--- src/rtl/kamikaze_pkg.sv ---
// rtl/kamikaze_pkg.sv - shared encodings for the instruction memory prefetch responder
package kamikaze_pkg;

  localparam int          TAG_W = 30;
  localparam logic [31:0] NOP   = 32'h0000_0013;

  typedef logic [TAG_W-1:0] tag_t;

  typedef enum logic [1:0] {
    ST_IDLE = 2'd0,
    ST_REQ  = 2'd1,
    ST_WAIT = 2'd2
  } state_t;

endpackage

--- src/rtl/kamikaze_prefetch_buf.sv ---
// rtl/kamikaze_prefetch_buf.sv - two-entry tag/data store with hit compare, LRU victim and invalidate-all
module kamikaze_prefetch_buf
  import kamikaze_pkg::*;
(
  input  logic        clk_i,
  input  logic        rst_i,
  input  tag_t        key,
  input  tag_t        probe,
  input  logic        inval,
  input  logic        wr_en,
  input  tag_t        wr_tag,
  input  logic [31:0] wr_data,
  output logic        hit,
  output logic [31:0] hit_data,
  output logic        probe_hit,
  output logic        victim
);

  logic [1:0]  valid;
  tag_t        tag  [2];
  logic [31:0] data [2];
  logic        lru;
  logic [1:0]  hit_vec;
  logic [1:0]  probe_vec;
  logic        hit_idx;

  always_comb begin
    for (int i = 0; i < 2; i++) begin
      hit_vec[i]   = valid[i] && (tag[i] == key);
      probe_vec[i] = valid[i] && (tag[i] == probe);
    end
  end

  assign hit       = |hit_vec;
  assign hit_idx   = hit_vec[1];
  assign hit_data  = data[hit_idx];
  assign probe_hit = |probe_vec;
  // Never evict the word the fetcher is currently consuming.
  assign victim    = hit ? ~hit_idx : lru;

  always_ff @(posedge clk_i or negedge rst_i) begin
    if (!rst_i) begin
      valid <= '0;
      lru   <= 1'b0;
      for (int i = 0; i < 2; i++) begin
        tag[i]  <= '0;
        data[i] <= '0;
      end
    end else if (inval) begin
      valid <= '0;
    end else begin
      if (wr_en) begin
        valid[victim] <= 1'b1;
        tag[victim]   <= wr_tag;
        data[victim]  <= wr_data;
      end
      if (hit) lru <= ~hit_idx;
    end
  end

endmodule

--- src/rtl/kamikaze_imem_prefetch.sv ---
// rtl/kamikaze_imem_prefetch.sv - fetch responder serving words from a 2-entry prefetch buffer over a req/gnt/rvalid bus
module kamikaze_imem_prefetch
  import kamikaze_pkg::*;
#(
  parameter bit          PREFETCH_EN     = 1'b1,
  parameter logic [31:0] RESET_ADDR_BASE = 32'h0000_0000
) (
  input  logic        clk_i,
  input  logic        rst_i,
  input  logic [31:0] addr_i,
  output logic [31:0] ir_o,
  output logic        ready_o,
  input  logic        flush_i,
  output logic        bus_req_o,
  output logic [31:0] bus_addr_o,
  input  logic        bus_gnt_i,
  input  logic        bus_rvalid_i,
  input  logic [31:0] bus_rdata_i
);

  state_t      state, state_d;
  tag_t        target, target_d;
  logic        drop, drop_d;
  tag_t        key, next_key;
  logic        hit, probe_hit, victim;
  logic [31:0] hit_data;
  logic        fill_write, fwd;
  logic        unused_addr_bits;

  assign unused_addr_bits = ^addr_i[1:0];
  assign key        = addr_i[31:2];
  assign next_key   = key + tag_t'(1);
  assign fill_write = (state == ST_WAIT) && bus_rvalid_i && !drop && !flush_i;
  assign fwd        = fill_write && (target == key);

  kamikaze_prefetch_buf u_buf (
    .clk_i     (clk_i),
    .rst_i     (rst_i),
    .key       (key),
    .probe     (next_key),
    .inval     (flush_i),
    .wr_en     (fill_write),
    .wr_tag    (target),
    .wr_data   (bus_rdata_i),
    .hit       (hit),
    .hit_data  (hit_data),
    .probe_hit (probe_hit),
    .victim    (victim)
  );

  always_ff @(posedge clk_i or negedge rst_i) begin
    if (!rst_i) begin
      state  <= ST_IDLE;
      target <= '0;
      drop   <= 1'b0;
    end else begin
      state  <= state_d;
      target <= target_d;
      drop   <= drop_d;
    end
  end

  always_comb begin
    state_d  = state;
    target_d = target;
    drop_d   = drop;
    case (state)
      ST_IDLE: begin
        if (!flush_i) begin
          if (!hit) begin
            target_d = key;
            state_d  = ST_REQ;
          end else if (PREFETCH_EN && !probe_hit) begin
            target_d = next_key;
            state_d  = ST_REQ;
          end
        end
      end
      ST_REQ: begin
        // A granted request cannot be withdrawn, so a flush then poisons the response.
        if (bus_gnt_i) begin
          state_d = ST_WAIT;
          drop_d  = flush_i;
        end else if (flush_i) begin
          state_d = ST_IDLE;
        end else if (!hit && (key != target)) begin
          target_d = key;
        end
      end
      ST_WAIT: begin
        if (bus_rvalid_i) begin
          state_d = ST_IDLE;
          drop_d  = 1'b0;
        end else if (flush_i) begin
          drop_d = 1'b1;
        end
      end
      default: state_d = ST_IDLE;
    endcase
  end

  always_comb begin
    bus_req_o  = (state == ST_REQ);
    bus_addr_o = RESET_ADDR_BASE;
    if (state != ST_IDLE) bus_addr_o = {target, 2'b00};
  end

  always_ff @(posedge clk_i or negedge rst_i) begin
    if (!rst_i) begin
      ready_o <= 1'b0;
      ir_o    <= NOP;
    end else if (flush_i) begin
      ready_o <= 1'b0;
    end else if (fwd) begin
      ready_o <= 1'b1;
      ir_o    <= bus_rdata_i;
    end else if (hit) begin
      ready_o <= 1'b1;
      ir_o    <= hit_data;
    end else begin
      ready_o <= 1'b0;
    end
  end

endmodule

--- config.mk ---
export PLATFORM = sky130hd
export DESIGN_NAME = kamikaze_imem_prefetch
export DESIGN_NICKNAME = d
export VERILOG_FILES = /design/src/rtl/kamikaze_pkg.sv /design/src/rtl/kamikaze_prefetch_buf.sv /design/src/rtl/kamikaze_imem_prefetch.sv
export SDC_FILE = /design/constraint.sdc
export NUM_CORES = 1
export LEC_CHECK = 0
export CAP_MARGIN = 15
export CORE_ASPECT_RATIO = 0.5
export CORE_MARGIN = 1.5
export CORE_UTILIZATION = 50
export DETAILED_ROUTE_END_ITERATION = 16
export GPL_ROUTABILITY_DRIVEN = 1
export MAX_ROUTING_LAYER = met4
export PLACE_DENSITY = 0.73
export SETUP_SLACK_MARGIN = 0.2
export SYNTH_ARGS = -nofsm -noshare
export SYNTH_HDL_FRONTEND = slang
export SYNTH_SLANG_ARGS = --single-unit
--- constraint.sdc ---
create_clock -name clk_i -period 3.92 [get_ports clk_i]
set_input_delay 0.784 -clock clk_i [delete_from_list [all_inputs] [get_ports clk_i]]
set_output_delay 0.784 -clock clk_i [all_outputs]
set_load 0.1 [all_outputs]
==> metrics.txt, run 1 <==
crit-path max FO=8; Seq/Total Area, Yosys=a little over two fifths; unrepaired setup endpoints after global routing=false; largest family of logic cells by synthesized area=multiplexers; Worst-Skew Late Latency=0.46 ns; Post-Place Cells=between 1500 and 2000; Max Slew Vio Count=0; pre-CTS setup slack=-0.481 ns; Final Hold Viols=0; final RePlAce weighted congestion=just over 1; R2R setup slack=0.62 ns; wirelength, routed=35.9 mm; GR Overflow Total=0; die height=about 110 um; Mapped Cells=about 1100; vias in the first global route=9404; mapped cell area=11200 um2; mux cell area share after synthesis=21.8%; Slew Limit Headroom=30.1%; Area after DPL=14000 um2; TNS Setup=0 ns; top-area cell type share of the netlist area=42.4%; ANT nets after route=0; Port-buffer cells=130; CTS sink cnt=193; Max VDD drop=roughly 0.00029 V; design area=15100 um2; initial cell density of the core=around half; Synth warnings=0; HP Class=in2async; row count=38; WP data required=4.26 ns; Clock transition at path regs=approximately 0.07 ns; sequence of cells on the critical path=dlygate4sd2_1 -> buf_4 -> and4_1 -> a41oi_2 -> nor4b_2 -> buf_4 -> o2111ai_1 -> nor4_2 -> nand4_1 -> o31a_1 -> a21oi_4 -> buf_12 -> buf_12 -> buf_16 -> mux2_1; post-synthesis adder-cell area fraction=less than 1%; Clock Skew=0.0106 ns; post-DP HPWL=25.7 mm; H-tree depth=4; first-pass GRT wire length=about 55 mm; final std cells w/o fill=between 1500 and 2000; Synth Area in XOR/XNOR=11.7%; Total GRT Usage=32.3%; Peak Freq=271 MHz; Post-synth EDFFs=0; largest cells by area after synthesis=dfrtp_1 42%, mux2_2 11%, xnor2_1 8.4%; Root Buffer=clkbuf_16; Final Cycle Share=a little over nine tenths; share of post-route cells with drive strength above 1=31.6%; Synth Area in Compound Gates=5.75%; Hold Slack=0.409 ns; CP Launch Type=input pin; router iterations before antenna repair=7; Tightest Pin Transition=1.04 ns; critical path arrival=4.03 ns; DRC Markers=0; vias=~9400; Synth-to-Final Area Change=34.4%; final setup violation count=0; TritonCTS clock tree=done; total power=~7 mW; fin crit period=3.69 ns; slowest CP cell=nor4b_2; Synth cell types=65; largest net degree at the start of global routing=between 100 and 150; simple-gate share of the synthesized area=between 10% and 20%; Yosys reg bits=193; Setup crit end kind=register; area leader, netlist=dfrtp_1; Vias/cell=5.72; commonest non-fill, non-tap cell in the layout=buf_4; wire per inst=approximately 22 um; ys async rst share=100%; status=finished clean; initial antenna violation count=1; max_cap viols=0; number of nets in the layout=about 1400; Pwr Density=463 nW/um2; Num CTS Buffers=17; final core occ=between 60 and 70%; DR iter-0 viols=just under 900; critical path class=in2reg; ys flop type=dfrtp_1; Final WS setup=0.225 ns; I/O Pins=between 100 and 150; die area=23400 um2; LEAKAGE=between 6 and 7 nW; Max Buffers Root-to-Sink=2; commonest non-fill, non-tap cells in the layout=209 x buf_4, 190 x dfrtp_1, 109 x mux2_2; Critical Path Max Stage Delay=roughly 0.36 ns; Die Wd=215 um; Core Region=21800 um2; syn avg cell area=10.7 um2; Hold Buf Count CTS=0
[flip-flops by register name, indices dropped and copies added (netlist names)]
register and count:
u_buf.valid 2, u_buf.data 64, u_buf.lru 1, u_buf.tag 60, target 30, ir_o 32, drop 1, ready_o 1
state 2
[layer usage]
metal  vias up  wire [um]  track usage, %  share of wire, %
met5         -          0               -                 0
met1      4750      17000            45.1                47
met2       317      15900            48.0                44
li1       4303          -               -                 -
met4         0        739            10.2               2.1
met3        50       2260            5.80               6.3
[report_power, final]
group	internal (mW)	switching (mW)
clock network	0.863	0.830
logic	1.12	1.46
registers	2.37	0.348
total	4.35	2.63
[critical path, delay by kind of cell]
kind / cells / cell delay, ns
multiplexers: 1 / 0.33
AO/OA/AOI/OAI: 4 / 0.84
buffers and inverters: 6 / 1.02
AND/OR/NAND/NOR: 4 / 1.05
[what timing repair did]
| item | in CTS | in global routing |
|---|---|---|
| gates resized for setup | 56 | 39 |
| setup endpoints to repair | 30 | 30 |
| setup buffers | 14 | 6 |
| gates cloned | 3 | 0 |
| pin swaps | 12 | 15 |
[cell usage after synthesis, types with 6 or more instances]
| master | number |
|---|---|
| nor2b_1 | 35 |
| nor2_1 | 30 |
| xor2_1 | 42 |
| nand2b_1 | 9 |
| and2_1 | 6 |
| o21ai_1 | 33 |
| mux2_2 | 110 |
| dfrtp_1 | 190 |
| xnor2_1 | 108 |
| buf_1 | 6 |
| a31oi_1 | 6 |
| mux2_1 | 76 |
| nand2_1 | 83 |
| o21ai_0 | 13 |
| mux2i_1 | 35 |
| nand4_1 | 44 |
| inv_1 | 8 |
| nor4_1 | 19 |
| buf_2 | 11 |
| clkbuf_1 | 50 |
| nand3_1 | 29 |
| a21oi_1 | 13 |
| nor3_1 | 13 |
| and4_1 | 6 |
[final cells by class]
cell class / count / area [um2]
fill: 1674 / 6730
multi-input combinational: 779 / 6330
sequential: 193 / 4830
timing repair buffer: 334 / 2960
clock buffer: 21 / 460
tap: 300 / 375
clock inverter: 11 / 96.3
inverter: 8 / 30.0
antenna: 1 / 2.50
[cell families after synthesis]
| logic type | Yosys count |
|---|---|
| AND/OR/NAND/NOR | 302 |
| multiplexers | 221 |
| adder cells (fa/ha/maj) | 1 |
| AO/OA/AOI/OAI | 103 |
| XOR/XNOR | 150 |
| flip-flops | 193 |
| buffers and inverters | 80 |
| other | 1 |
[path summary, 6_finish.rpt]
path | start | to | cells after the start
setup reg to reg | u_buf.tag[39] | target[28] | 12
hold reg to reg | u_buf.lru | u_buf.lru | 2
min in group clk_i | u_buf.lru | u_buf.lru | 2
max in group asynchronous | rst_i | u_buf.tag[47] | 2
setup / recovery | addr_i[6] | target[28] | 15
hold / removal | rst_i | ir_o[9] | 1
No activity file was read; power rests on OpenSTA's default activity.
==> run 2: changes to the inputs <==
- SYNTH_HIERARCHICAL: not set -> 1
==> run 2 against run 1 <==
Net effect: die area down 0.18%; hold slack lost 0.033 ns; fmax shrank 5.4%; flip-flop and latch count stayed put; sequential power shrank 2%; critical path depth up 4; first-iteration DRC count is 30% lower; non-clock buffer count is 29 lower; synthesized cell count down 11%; routed wire length decreased by 4.0%.
==> metrics.txt, run 2 <==
wire per inst=approximately 23 um; Pwr Density=446 nW/um2; Int Pwr=around 4.3 mW; slowest CP cell=nor4_2; mapped cell area=11200 um2; initial antenna violation count=1; die height=109 um; Slew Limit Headroom=about a third; TritonCTS clock tree=done; Worst-Skew Late Latency=0.46 ns; DRC Markers=0; Core Region=21800 um2; HP Class=in2async; Root Buffer=clkbuf_16; initial cell density of the core=51.3%; wirelength, routed=34.5 mm; Tightest Pin Transition=1.03 ns; Num CTS Buffers=17; DR iter-0 viols=just over 600; H-tree depth=4; ANT nets after route=0; Critical Path Max Stage Delay=0.34 ns; I/O Pins=around 140; Clock Skew=0.0117 ns; Setup crit end kind=register; Max Slew Vio Count=0; sequence of cells on the critical path=clkdlybuf4s15_1 -> and3_4 -> nand4_4 -> buf_4 -> nor2_4 -> xor2_2 -> xnor2_1 -> nand4_1 -> nor4_2 -> nand4_1 -> nand2_2 -> nand2_1 -> o211ai_1 -> inv_2 -> o311ai_4 -> nand2_4 -> buf_12 -> buf_16 -> mux2_4; max_cap viols=0; Total GRT Usage=31.2%; syn avg cell area=12.0 um2; Max Buffers Root-to-Sink=2; met3 Track Usage GR=between 7 and 8%; final setup violation count=0; critical path class=in2reg; LEAKAGE=roughly 7 nW; unrepaired setup endpoints after global routing=true; gr busiest metal=met2; max reg flops=64; met1 GRT Util=41.2%; Port-buffer cells=130; Comb pwr share=33.2%; WP data required=4.26 ns; final RePlAce weighted congestion=0.995; Synth-to-Final Area Change=33.8%; vias in the first global route=8669; Seq pwr share=39.8%; CTS sink cnt=193; status=finished clean; router iterations before antenna repair=5; CP Launch Type=input pin; grt met2 use=48.3%; sw frac=36.2%; share of post-route cells with drive strength above 1=approximately two fifths; Vias/cell=roughly 5.5; post-DP HPWL=25.2 mm; number of nets in the layout=between 1000 and 1500; critical path arrival=between 4 and 5 ns; first-pass GRT wire length=around 52 mm; Regs by FF count=u_buf/data x64, u_buf/tag x60, ir_o x32; commonest non-fill, non-tap cells in the layout=190 x dfrtp_1, 182 x buf_4, 155 x mux2_2; R2R depth=14; die area=between 20000 and 25000 um2; Reg with most FFs=u_buf/data; final std cells w/o fill=1520; commonest non-fill, non-tap cell in the layout=dfrtp_1; Die Wd=215 um; Hold Slack=~0.38 ns; vias=between 8000 and 9000; row count=38; Synth warnings=6; Psw=between 2 and 2.5 mW; fin crit period=3.91 ns; Final Cycle Share=99.6%; clock power share=27.0%; Peak Freq=256 MHz; Post-Place Cells=1457; Mapped Cells=937; Clock transition at path regs=0.08 ns; crit-path max FO=5; GR Overflow Total=0; Max VDD drop=between 0.0002 and 0.0003 V; largest net degree at the start of global routing=82; Final Hold Viols=0; most frequent CP cell=nand4_1
-- run 2: final timing paths --
kind	endpoint	from	slack (ns)
min in group clk_i	u_buf/data[24]	u_buf/data[24]	0.49
max reg2reg	target[5]	u_buf/tag[1]	0.36
min reg2reg	u_buf/data[24]	u_buf/data[24]	0.49
max	target[5]	addr_i[14]	0.01
min	u_buf/data[41]	rst_i	0.38
max in group asynchronous	u_buf/tag[12]	rst_i	2.55
-- run 2: metrics by stage --
stage	util [%]	setup TNS [ns]	power [mW]	worst slack, ns	instance area (um2)
floorplan	-	-1.07	4.00	-0.0629	11300
global placement	63.2	-71.95	4.75	-0.929	13800
CTS	67.6	0	6.67	0.117	14800
global route	68.7	-1.42	6.94	-0.109	15000
finish	68.7	0	6.68	0.0145	15000
detailed placement	63.2	-69.58	4.79	-0.952	13800
-- run 2: final cells by class --
class / instances / area, um2
diodes: 1 / 2.50
clock buffers: 20 / 447
clock inverters: 12 / 150
fillers: 1650 / 6840
inverters: 10 / 37.5
multi-input cells: 679 / 6390
flip-flops and latches: 193 / 4830
well taps: 300 / 375
repair buffers: 305 / 2750
-- run 2: power groups by stage --
stage / clock (mW) / combinational [mW] / sequential (mW)
after floorplan: 0 / 1.44 / 2.56
after global placement: 0 / 2.08 / 2.67
after detailed placement: 0 / 2.10 / 2.68
after CTS: 1.83 / 2.19 / 2.65
after global routing: 1.92 / 2.33 / 2.70
final: 1.80 / 2.22 / 2.66
-- run 2: repair_timing --
item | in CTS | in global routing
cloned | 3 | 3
resized for setup | 123 | 23
endpoints found under the setup margin | 118 | 66
hold buffers | 0 | 0
pin swaps | 32 | 15
hold endpoints to repair | 0 | 0
setup buffers | 18 | 6
-- run 2: critical path: cells and delay by family --
kind,cells,cell delay [ns]
mux,1,0.30
compound gates,2,0.36
buf+inv,5,0.81
xor+xnor,2,0.35
simple gates,9,1.65
-- run 2: per-layer routing --
metal / wire [um] / up-vias / part of all wire (%)
met3: 2090 / 43 / 6.1
met1: 15800 / 4263 / 46
li1: - / 3825 / -
met4: 632 / 0 / 1.8
met2: 16000 / 199 / 46
met5: 0 / - / 0
==> run 3: changes to the inputs <==
- SLEW_MARGIN: not set -> 15
==> results of run 3 <==
Final layout, timing and power as in run 2 (identical DEF).
